--- src/rtl/debug_scan_master.sv ---
// Debug check-bus scan master: walks a contiguous address range, waits a settle
// time at each address, then streams {addr, data} records on a valid/ready port.
module debug_scan_master #(
    parameter int SETTLE_CYCLES = 1,
    parameter int CNT_W         = 16
) (
    input  logic             clk,
    input  logic             rstn,
    input  logic             start,
    input  logic [31:0]      base_addr,
    input  logic [CNT_W-1:0] count,
    input  logic             abort,
    output logic [31:0]      chk_addr,
    input  logic [31:0]      chk_data,
    output logic             out_valid,
    input  logic             out_ready,
    output logic [31:0]      out_addr,
    output logic [31:0]      out_data,
    output logic             busy,
    output logic             done
);
    typedef enum logic [1:0] {IDLE, SETTLE, SEND, FIN} state_t;

    localparam logic [3:0] SCNT_INIT = 4'(SETTLE_CYCLES - 1);

    state_t           state_reg;
    logic [CNT_W-1:0] rem_reg;
    logic [3:0]       scnt_reg;
    logic [31:0]      chk_addr_reg;
    logic [31:0]      out_addr_reg;
    logic [31:0]      out_data_reg;
    logic             out_valid_reg;
    logic             busy_reg;
    logic             done_reg;

    always_ff @(posedge clk or negedge rstn) begin
        if (!rstn) begin
            state_reg     <= IDLE;
            rem_reg       <= '0;
            scnt_reg      <= 4'd0;
            chk_addr_reg  <= 32'd0;
            out_addr_reg  <= 32'd0;
            out_data_reg  <= 32'd0;
            out_valid_reg <= 1'b0;
            busy_reg      <= 1'b0;
            done_reg      <= 1'b0;
        end else begin
            // done is raised only on the transition into FIN, so it lasts one cycle
            done_reg <= 1'b0;
            case (state_reg)
                IDLE: begin
                    if (start) begin
                        busy_reg <= 1'b1;
                        if (count != '0) begin
                            chk_addr_reg <= base_addr;
                            rem_reg      <= count;
                            scnt_reg     <= SCNT_INIT;
                            state_reg    <= SETTLE;
                        end else begin
                            done_reg  <= 1'b1;
                            state_reg <= FIN;
                        end
                    end
                end
                SETTLE: begin
                    if (abort) begin
                        busy_reg  <= 1'b0;
                        state_reg <= IDLE;
                    end else if (scnt_reg != 4'd0) begin
                        scnt_reg <= scnt_reg - 4'd1;
                    end else begin
                        out_addr_reg  <= chk_addr_reg;
                        out_data_reg  <= chk_data;
                        out_valid_reg <= 1'b1;
                        state_reg     <= SEND;
                    end
                end
                SEND: begin
                    // abort wins over a handshake arriving in the same cycle
                    if (abort) begin
                        out_valid_reg <= 1'b0;
                        busy_reg      <= 1'b0;
                        state_reg     <= IDLE;
                    end else if (out_ready) begin
                        out_valid_reg <= 1'b0;
                        if (rem_reg == CNT_W'(1)) begin
                            done_reg  <= 1'b1;
                            state_reg <= FIN;
                        end else begin
                            chk_addr_reg <= chk_addr_reg + 32'd1;
                            rem_reg      <= rem_reg - CNT_W'(1);
                            scnt_reg     <= SCNT_INIT;
                            state_reg    <= SETTLE;
                        end
                    end
                end
                FIN: begin
                    busy_reg  <= 1'b0;
                    state_reg <= IDLE;
                end
                default: begin
                    out_valid_reg <= 1'b0;
                    busy_reg      <= 1'b0;
                    state_reg     <= IDLE;
                end
            endcase
        end
    end

    // chk_addr is never cleared after a scan so the responder output stays stable
    assign chk_addr  = chk_addr_reg;
    assign out_valid = out_valid_reg;
    assign out_addr  = out_addr_reg;
    assign out_data  = out_data_reg;
    assign busy      = busy_reg;
    assign done      = done_reg;

endmodule
--- config.mk ---
export PLATFORM = sky130hd
export DESIGN_NAME = debug_scan_master
export DESIGN_NICKNAME = d
export VERILOG_FILES = /design/src/rtl/debug_scan_master.sv
export SDC_FILE = /design/constraint.sdc
export NUM_CORES = 1
export LEC_CHECK = 0
export ABC_AREA = 0
export BUFFER_PORTS_ARGS = -buffer_cell sky130_fd_sc_hd__buf_2
export CAP_MARGIN = 5
export CORE_MARGIN = 2
export CORE_UTILIZATION = 29
export CTS_CLUSTER_SIZE = 10
export DETAILED_ROUTE_END_ITERATION = 12
export HOLD_SLACK_MARGIN = 0.05
export SYNTH_ARGS = -nofsm -noshare
export SYNTH_HDL_FRONTEND = slang
export SYNTH_SLANG_ARGS = --single-unit
--- constraint.sdc ---
create_clock -name clk -period 3.55 [get_ports clk]
set_clock_uncertainty 0.05 [all_clocks]
set_input_delay 0.71 -clock clk [delete_from_list [all_inputs] [get_ports clk]]
set_output_delay 0.71 -clock clk [all_outputs]
set_load 0.01 [all_outputs]
==> out/qor.csv <==
stage,metric,value,unit
job,Max Cap Viol,0,
logic_synthesis,Yosys warning count,0,
power,power density over the cells,941,nW/µm²
grt,GRT Util Overall,0.166,
logic_synthesis,syn_area_per_cell,10.3,µm²
outcome,status,"complete, no violations",
placed_design,# port buffers,183,
routing,final WL,19.5,mm
cts,worst-skew pair later-pin latency,420,ps
routing,Residual DRC,0,
logic_synthesis,Mapped Area,6370,µm²
floorplanning,Ports,184,
logic_synthesis,Adder-Cell Fraction of Synth Area,0.0196,
routing,WL/cell,18.0,µm
sta,RSZ-0062 raised after global routing,false,
layout,Layout area overhead,29.6,%
sta,Final WS setup,614,ps
logic_synthesis,"Seq/Total Area, Yosys",0.475,
power,Leakage Power,3.66,nW
placed_design,placed insts,1052,
logic_synthesis,Gate Count Post-Synth,618,
worst_setup_path,CP arrival,3190,ps
placed_design,hpwl dp,13.6,mm
grt,initial antenna violation count,0,
logic_synthesis,Synthesized Nets,713,
sta,Max Clock Freq,341,MHz
floorplanning,CORE AREA,21700,µm²
cts,TritonCTS clock tree,yes,
layout,nets@finish,886,
sta,Slew headroom,0.398,
power,switching pwr,0.00318,W
sta,final critical-path required period,2940,ps
sta,final max-slew violation count,0,
logic_synthesis,top_reg_cell synth,dfrtp_1,
logic_synthesis,largest family of logic cells by synthesized area,compound AO/OA/AOI/OAI gates,
logic_synthesis,Synth Area in Compound Gates,0.192,
sta,worst-margin pin slew,903,ps
logic_synthesis,multiplexer area fraction after synthesis,0.113,
logic_synthesis,ys async rst share,1.00,
cts,post-CTS setup buffer count,0,
layout,Non-Filler Instances,1084,
sta,final setup fails,0,
worst_hold_path,HP Class,in -> async,
floorplanning,row count,54,
grt,largest net degree at the start of global routing,69,
cts,TritonCTS Buffers,17,
cts,post-cts sizing count,0,
routing,Detail Route Antenna Nets,0,
cts,hold buffer count at cts,0,
routing,DR pass1 iterations,4,
cts,htree depth,4,
grt,vias in the first global route,5408,
cts,Worst-path clk slew,60,ps
sta,"Hold Violations, Final",0,
sta,period utilisation layout,0.827,
logic_synthesis,Post-Synth XOR/XNOR Area,0,
worst_setup_path,"Worst Path Class, Setup",reg -> reg,
power,Pint,0.00460,W
grt,global-route wire length before repair,30.8,mm
cts,CTS Sinks,121,
floorplanning,die height,152,µm
sta,setup_tns,0,ps
power,Max IR drop VDD,0.646,mV
grt,GRT overflow,0,
layout,proportion of layout cells with a drive suffix above 1,0.388,
logic_synthesis,Post-synth EDFFs,0,
power,Clock Power Share,0.230,
power,Gate power share,0.433,
floorplanning,initial core utilization,0.294,
worst_setup_path,CP Max Fanout,24,
placed_design,Post-Place Setup Slack,511,ps
placed_design,RD Place Congestion,0.772,
layout,Antenna Cells,0,
routing,vias post-DR,5695,
cts,root buf cell,clkbuf_16,
worst_setup_path,CP endpoint kind,flip-flop,
power,Sequential Power Share,0.337,
logic_synthesis,Seq cells post-synth,121,
logic_synthesis,post-synthesis simple-gate area fraction,0.164,
floorplanning,chip width,152,µm
logic_synthesis,Netlist cell types,60,
worst_setup_path,startpoint types,flip-flop,
routing,DRT iter0 DRCs,390,
sta,Hold Worst Slack,233,ps
power,switch share,0.409,
worst_setup_path,Worst EP required,3800,ps
layout,Layout Utilization,0.381,
routing,Via density,5.25,
cts,clk buf depth,2,
floorplanning,Die ar.,23200,µm²
-- area by class of cell --
cell class                 count  area, µm²
clock buffer                  18        439
tap                          280        350
timing repair buffer         200       1070
fill                        2129      13400
multi-input combinational    438       3150
clock inverter                14        173
inverter                      13       48.8
sequential                   121       3030
-- Yosys cell counts, types with 9 or more instances --
master	count	area [µm²]
nor3_1	18	90.1
a21oi_1	34	170
nor2_1	42	158
buf_1	9	33.8
dfrtp_1	121	3030
a211oi_1	18	135
clkbuf_1	31	116
inv_1	13	48.8
nand2_1	27	101
and2_1	9	56.3
o21ai_0	26	130
ha_1	10	125
mux2_2	61	687
o31ai_1	12	90.1
and4_1	9	78.8
nor4_1	13	81.3
nand3_1	30	150
nand4_1	12	75.1
-- routing by layer --
layer,track usage,up-vias,wire length (µm)
li1,-,2707,-
met1,0.228,2751,9060
met2,0.262,221,8960
met3,0.0415,16,1260
met4,0.0436,0,232
met5,0,-,0
-- stage by stage --
stage	power (W)	cell area (µm²)
final	0.00778	8260
after global routing	0.00833	8260
after CTS	0.00786	8260
after detailed placement	0.00603	7650
after global placement	0.00596	7650
after floorplan	0.00469	6370
-- kinds of logic after synthesis --
group           Yosys count
mux                      64
flops                   121
compound gates          170
simple gates            194
fa+ha+maj                10
buf+inv                  59
-- worst max-delay path, stage by stage (launching register included) --
cell and delay (ps):
dfrtp_1 410, inv_1 120, ha_2 530, nor2_1 180
a21oi_4 570, nand2_1 480, a221o_1 460
-- power groups by stage --
stage	Clock (W)	Sequential (W)	Combinational, W
floorplan	0	0.00274	0.00195
global placement	0	0.00263	0.00333
detailed placement	0	0.00264	0.00339
CTS	0.00183	0.00262	0.00340
global route	0.00191	0.00273	0.00369
finish	0.00179	0.00262	0.00337
-- layout by cell type (no fill, tap or decap), types with 5 or more instances in the layout --
cell type	n
a211oi_1	18
o41ai_1	6
nand2b_1	6
dfrtp_1	121
o21ai_0	26
ha_1	9
nor3_1	17
buf_4	16
mux2_2	61
clkbuf_16	17
a21oi_1	33
and4_1	9
nand2_1	27
a21o_1	5
and2_1	9
nor4_1	13
a31oi_1	7
buf_2	182
nand4_1	12
o31ai_1	12
nor2_1	42
nand3_1	29
a31o_2	7
inv_1	13
and3_1	6
a221o_1	6
a41o_1	8
clkinvlp_4	5
o32ai_1	5
-- worst paths after layout --
check / slack (ps) / cells past startpoint / startpoint / end
max: 610 / 6 / state_reg[0] / chk_addr[20]
min: 230 / 1 / rstn / out_data[0]
max reg2reg: 610 / 6 / state_reg[0] / chk_addr[20]
min reg2reg: 430 / 2 / out_addr[27] / out_addr[27]
max in group asynchronous: 2350 / 2 / rstn / out_data[23]
min in group clk: 430 / 2 / out_addr[27] / out_addr[27]
(Power assumes the default switching activity.)
